===== src/rtl/seq_matmul_int_param.sv =====
// Sequential signed integer matrix multiplier Z = A * B with one MAC per cycle and a stb/ack result port.
// Optional macro SEQ_MATMUL_SATURATE_EN: clamp results to the signed OUT_W range and flag z_ovf.
module seq_matmul_int_param #(
    parameter int M      = 4,
    parameter int K      = 4,
    parameter int N      = 4,
    parameter int DATA_W = 16,
    parameter int ACC_W  = 40,
    parameter int OUT_W  = 32,
    parameter int IDX_W  = 5
) (
    input  logic                     clk,
    input  logic                     rst_n,
    input  logic                     start,
    input  logic signed [DATA_W-1:0] a_in,
    input  logic signed [DATA_W-1:0] b_in,
    input  logic                     z_ack,
    output logic [IDX_W-1:0]         a_i,
    output logic [IDX_W-1:0]         a_j,
    output logic [IDX_W-1:0]         b_i,
    output logic [IDX_W-1:0]         b_j,
    output logic [IDX_W-1:0]         z_i,
    output logic [IDX_W-1:0]         z_j,
    output logic [OUT_W-1:0]         z_out,
    output logic                     z_stb,
    output logic                     z_ovf,
    output logic                     busy,
    output logic                     done
);
    typedef enum logic [1:0] {IDLE, MAC, OUT, DONE} state_t;

    localparam logic [IDX_W-1:0] M_LAST = IDX_W'(M - 1);
    localparam logic [IDX_W-1:0] K_LAST = IDX_W'(K - 1);
    localparam logic [IDX_W-1:0] N_LAST = IDX_W'(N - 1);

    state_t                     state;
    logic [IDX_W-1:0]           i, j, k;
    logic signed [ACC_W-1:0]    acc;
    logic signed [ACC_W-1:0]    sum;
    logic signed [2*DATA_W-1:0] prod;
    logic [OUT_W-1:0]           fmt_val;
    logic                       ovf_val;

    assign prod = a_in * b_in;
    assign sum  = acc + ACC_W'(prod);

`ifdef SEQ_MATMUL_SATURATE_EN
    localparam logic signed [ACC_W-1:0] SAT_MAX = {{(ACC_W-OUT_W+1){1'b0}}, {(OUT_W-1){1'b1}}};
    localparam logic signed [ACC_W-1:0] SAT_MIN = ~SAT_MAX;

    always_comb begin
        ovf_val = 1'b0;
        fmt_val = sum[OUT_W-1:0];
        if (sum > SAT_MAX) begin
            ovf_val = 1'b1;
            fmt_val = SAT_MAX[OUT_W-1:0];
        end else if (sum < SAT_MIN) begin
            ovf_val = 1'b1;
            fmt_val = SAT_MIN[OUT_W-1:0];
        end
    end
`else
    assign fmt_val = sum[OUT_W-1:0];
    assign ovf_val = 1'b0;
`endif

    // Storage is addressed straight from the loop counters.
    assign a_i  = i;
    assign a_j  = k;
    assign b_i  = k;
    assign b_j  = j;
    assign z_i  = i;
    assign z_j  = j;
    assign busy = (state != IDLE);

    always_ff @(posedge clk) begin
        if (!rst_n) begin
            state <= IDLE;
            i     <= '0;
            j     <= '0;
            k     <= '0;
            acc   <= '0;
            z_out <= '0;
            z_stb <= 1'b0;
            z_ovf <= 1'b0;
            done  <= 1'b0;
        end else begin
            done <= 1'b0;
            case (state)
                IDLE: if (start) begin
                    i     <= '0;
                    j     <= '0;
                    k     <= '0;
                    acc   <= '0;
                    state <= MAC;
                end
                MAC: if (k == K_LAST) begin
                    z_out <= fmt_val;
                    z_ovf <= ovf_val;
                    z_stb <= 1'b1;
                    k     <= '0;
                    acc   <= '0;
                    state <= OUT;
                end else begin
                    acc <= sum;
                    k   <= k + 1'b1;
                end
                OUT: if (z_stb && z_ack) begin
                    z_stb <= 1'b0;
                    if (j != N_LAST) begin
                        j     <= j + 1'b1;
                        state <= MAC;
                    end else if (i != M_LAST) begin
                        j     <= '0;
                        i     <= i + 1'b1;
                        state <= MAC;
                    end else begin
                        state <= DONE;
                    end
                end
                DONE: begin
                    done  <= 1'b1;
                    i     <= '0;
                    j     <= '0;
                    state <= IDLE;
                end
                default: state <= IDLE;
            endcase
        end
    end
endmodule

===== config.mk =====
export PLATFORM = sky130hd
export DESIGN_NAME = seq_matmul_int_param
export DESIGN_NICKNAME = d
export VERILOG_FILES = /design/src/rtl/seq_matmul_int_param.sv
export SDC_FILE = /design/constraint.sdc
export NUM_CORES = 1
export LEC_CHECK = 0
export ABC_CLOCK_PERIOD_IN_PS = 6200
export BUFFER_PORTS_ARGS = -buffer_cell sky130_fd_sc_hd__buf_2
export CAP_MARGIN = 40
export CORE_ASPECT_RATIO = 0.9
export CORE_UTILIZATION = 30
export CTS_CLUSTER_DIAMETER = 80
export DETAILED_ROUTE_END_ITERATION = 6
export PLACE_DENSITY = 0.48
export SYNTH_ARGS = -nofsm -noshare
export SYNTH_HDL_FRONTEND = slang
export SYNTH_SLANG_ARGS = --single-unit

===== constraint.sdc =====
create_clock -name clk -period 6.2 [get_ports clk]
set_clock_uncertainty 0.1 [all_clocks]
set_input_delay 0 -clock clk [delete_from_list [all_inputs] [get_ports clk]]
set_output_delay 0 -clock clk [all_outputs]
set_load 0.05 [all_outputs]

# After elaboration in Yosys (flattened, before gate mapping)
# Index checks and enable logic that the tools add are counted.
# totals
register_bits	91
inputBits	36
output_inout_bits	66
elab_cells	61
# op_classes
addsub	4
n_mul	1
eq_ne	12
muxes	24
n_reduce_logical	12
# ops
operator	count
40-bit two-way mux	2
40-bit one-hot mux with 2 select lines	1
40-bit by 32-bit adder with 40-bit output	1
5-bit two-way mux	8
16-bit by 16-bit multiplier with 32-bit output	1
5-bit one-hot mux with 3 select lines	2
5-bit by 1-bit adder with 5-bit output (second input constant)	3
2-bit two-way mux	5
2-bit inequality test (second input constant)	5
5-bit by 2-bit inequality test with 1-bit output (second input constant)	2
5-bit one-hot mux with 2 select lines	1
2-bit one-hot mux with 4 select lines	1
3-bit AND reduction	2
2-bit nonzero test	3
5-bit by 2-bit equality test with 1-bit output (second input constant)	1
5-bit AND reduction	1
2-bit equality test (second input constant)	2
2-bit AND reduction	2
4-bit AND reduction	1
1-bit two-way mux	3
3-bit inequality test (second input constant)	1
3-bit nonzero test	1
2-bit by 1-bit equality test with 1-bit output (second input constant)	1
2-bit logical NOT	1
other kinds (2)	2

# Logic depth before layout (Yosys ltp)
# depth
word_depth	5
depth_mapped	24
depth_no_buf	23

# Worst setup path after synthesis
# Ideal clock, no wire load.
# synth_path
kind	input to register
start	input port a_in[15]
end	register z_out[31]
setup_ps	122
t_arrival_ps	5854
required_time_ps	5978
path_slack_ps	124
path_stages	20
n_path_buf	1
path_cell_list	clkbuf_1 > nand2_1 > fa_1 > inv_1 > fa_1 > inv_1 > fa_1 > fa_1 > fa_1 > fa_1 > inv_1 > ha_1 > a21o_1 > a21o_1 > a31o_1 > a21o_1 > a21o_1 > o2111a_1 > o31a_1 > o311a_1
# synth_via
elab_chain_cells	2
# synth_rtl
element	line	text
start: declaration	15	input logic signed [DATA_W-1:0] a_in,
16-bit by 16-bit multiplier with 32-bit output	44	assign prod = a_in * b_in;
40-bit by 32-bit adder with 40-bit output	45	assign sum = acc + ACC_W'(prod);
end signal: assignment	98	z_out <= fmt_val;
end: declaration	24	output logic [OUT_W-1:0] z_out,
# No other way between the ends.
# A chain may end at the register's enable or synchronous reset.

# Worst setup path after layout
# Ends and elaborated chain as after synthesis.

==> impl_metrics.yaml <==
finish:
  drive_gt1_share_pct: 10.6
  areaGrowthSynthToFinish_pct: 10.6
  insertedDiodeCount: 0
  fin_nets: 2015
  design_area_um2: 15400
  layout_commonest_cell: "inv_1"
  final_cell_mix: "inv_1 (309), fa_1 (292), nand2_1 (203), and2_1 (117), ha_1 (101)"
place:
  gp_congestion: 0.850
  postPlaceCellArea_um2: 15100
  dpl.hpwl_mm: 30.7
  io_buffers: 100
clock_tree:
  cts_buffers: 9
  clock_latency_ns: 0.35
  clk_pin_slew_worst_paths_ns: 0.07
  htree_levels: 3
  cts_sinks: 83
  ctsHoldBuffers: 2
  post_cts_resized: 0
  root_buffer: "clkbuf_16"
  clk_path_buf_depth: 2
  cts_tree: "yes"
  post_cts.repair.setup_buffers: 0
timing:
  period_share_pct: 94.1
  period_needed_ns: 5.83
  hold_viol: 0
  fin_setup_tns_ns: 0
  max_freq_ghz: 0.171
  setup_viol: 0
  final_max_slew_viol_count: 0
  rsz0062_at_grt: "false"
  relSlewSlack_pct: 45.1
  worstMarginPinSlew_ns: 0.821
global_route:
  grt_overflow: 0
  grt_max_degree: 57
  grt_pass1_wl_mm: 59.3
  grt_usage_pct: 15.9
  grt_pass1_vias: 10500
  antenna_found_initial: 0
route:
  wl_met1_mm: 18.4
  routed_wl_mm: 35.2
  first_iter_violations: 424
  met3RoutedLength_um: 897
  vias: 9915
  route.met2.wl_mm: 15.6
  highest_layer: "met4"
  viasPerCell: 4.51
  drc: 0
  first_pass_iters: 7
  antenna_left: 0
  detail_route.wl_per_cell_um: 16.0
critical_path:
  reg2reg_to: "z_out[31]"
  startpoint: "a_in[15]"
  cp.required_ns: 6.34
  reg2regPathDepth: 17
  r2r_start: "acc[15]"
  crit_fanout: 11
  critPathArrivalTime_ns: 5.97
  setup.worst_path.class: "in2reg"
  rrSetupSlack_ns: 0.72
  start_kind: "input pin"
  critPathCaptureType: "flip-flop"
  crit_end: "z_out[31]"
run_status:
  status: "completed"
synthesis:
  yosys_warnings: 0
  syn_area_um2: 13900
  ys_types: 70
  syn_nets: 1941
  synthArstFlopShare_pct: 0
  synthFlopType: "dfxtp_1"
  synth_cells: 1512
  ys_seq_area_share_pct: 11.9
  ys_ff_latch: 83
  syn_area_per_cell_um2: 9.21
  synth-edff-count: 0
floorplanning:
  chipWidth_um: 229
  die-area_um2: 47300
  core_region_area_um2: 45600
  std_cell_rows: 74
  start_util_pct: 30.6
  io_pins: 102
  die_y_um: 206
worst_hold_path:
  hold_path_class: "in2reg"
  whs_path_depth: 2
job:
  drv_cap: 0
==> state kept, by name, indices dropped and copies added, names as in the netlist <==
signal	cells
a_i	5
acc	32
a_j	5
done	1
b_j	5
z_stb	1
state	2
z_out	32
==> cell families after synthesis <==
kind of cell,share of synthesized area [%]
buffers and inverters,11.0
flip-flops,11.9
XOR/XNOR,2.77
AO/OA/AOI/OAI,7.55
AND/OR/NAND/NOR,15.5
other,0.0269
multiplexers,0.144
adder cells (fa/ha/maj),51.1
==> cells in the mapped netlist, drive strengths merged, types with 3 or more instances <==
| cell | count | area (um2) |
|---|---|---|
| and2 | 118 | 739 |
| nor3 | 3 | 15.0 |
| nor4b | 3 | 26.3 |
| xor2 | 18 | 158 |
| or3 | 3 | 18.8 |
| o211ai | 6 | 50.1 |
| ha | 101 | 1260 |
| nand3 | 21 | 118 |
| o31ai | 3 | 22.5 |
| a21oi | 52 | 264 |
| a21o | 11 | 83.8 |
| nor2 | 62 | 235 |
| clkbuf | 54 | 236 |
| o21ai | 25 | 129 |
| nand2b | 12 | 75.1 |
| o21a | 5 | 38.8 |
| buf | 18 | 129 |
| xnor2 | 26 | 228 |
| nand2 | 204 | 768 |
| a21boi | 4 | 30.0 |
| a22oi | 21 | 163 |
| a22o | 4 | 35.0 |
| dfxtp | 83 | 1660 |
| a211oi | 6 | 50.1 |
| inv | 310 | 1160 |
| nor2b | 5 | 31.3 |
| nand4 | 9 | 56.3 |
| fa | 292 | 5850 |
==> final cells by class <==
type | instances | area [um2]
clock buffer | 9 | 225
clock inverter | 7 | 82.6
inverter | 310 | 1160
sequential | 83 | 1660
timing repair buffer | 135 | 768
multi-input combinational | 1047 | 10700
tap | 608 | 761
fill | 4831 | 30200
==> how the worst min path moves through the flow <==
stage / start / end / slack, ns
5_1_grt: rst_n / acc[5] / 0.03
3_3_place_gp: z_ack / z_stb / 0.23
2_1_floorplan: z_ack / z_stb / 0.09
3_5_place_dp: z_ack / z_stb / 0.23
6_report: rst_n / acc[5] / 0.01
4_1_cts: rst_n / acc[5] / 0.01
==> per-layer routing <==
metal | track usage (%) | vias to the layer above
met5 | 0 | -
met4 | 2.02 | 0
met3 | 1.56 | 14
met2 | 24.5 | 151
met1 | 24.5 | 5017
li1 | - | 4733
==> critical path: stages <==
cell and delay, ns:
buf_2 0.25, nand2_1 0.12, buf_4 0.16, fa_1 0.49
fa_1 0.56, inv_1 0.05, fa_1 0.48, fa_1 0.54
fa_1 0.51, inv_1 0.05, fa_1 0.47, inv_1 0.04
ha_1 0.30, a21oi_1 0.35, nand3_1 0.19, o211ai_1 0.37
a21boi_1 0.12, o2111a_1 0.29, o31a_1 0.29, o311a_1 0.33
==> through the flow <==
step                      worst slack [ns]  std cells  util [%]  hold slack, ns
after floorplan                      0.124       1512         -          0.0892
after global placement              0.0198       2180      33.1           0.226
after detailed placement            0.0101       2181      33.1           0.230
after CTS                            0.359       2199      33.8          0.0109
after global routing                 0.151       2199      33.8          0.0283
final                                0.365       2199      33.8          0.0145
Power is not shown: default switching activity piles up to over one toggle a cycle in this logic, so the estimate is an artifact.
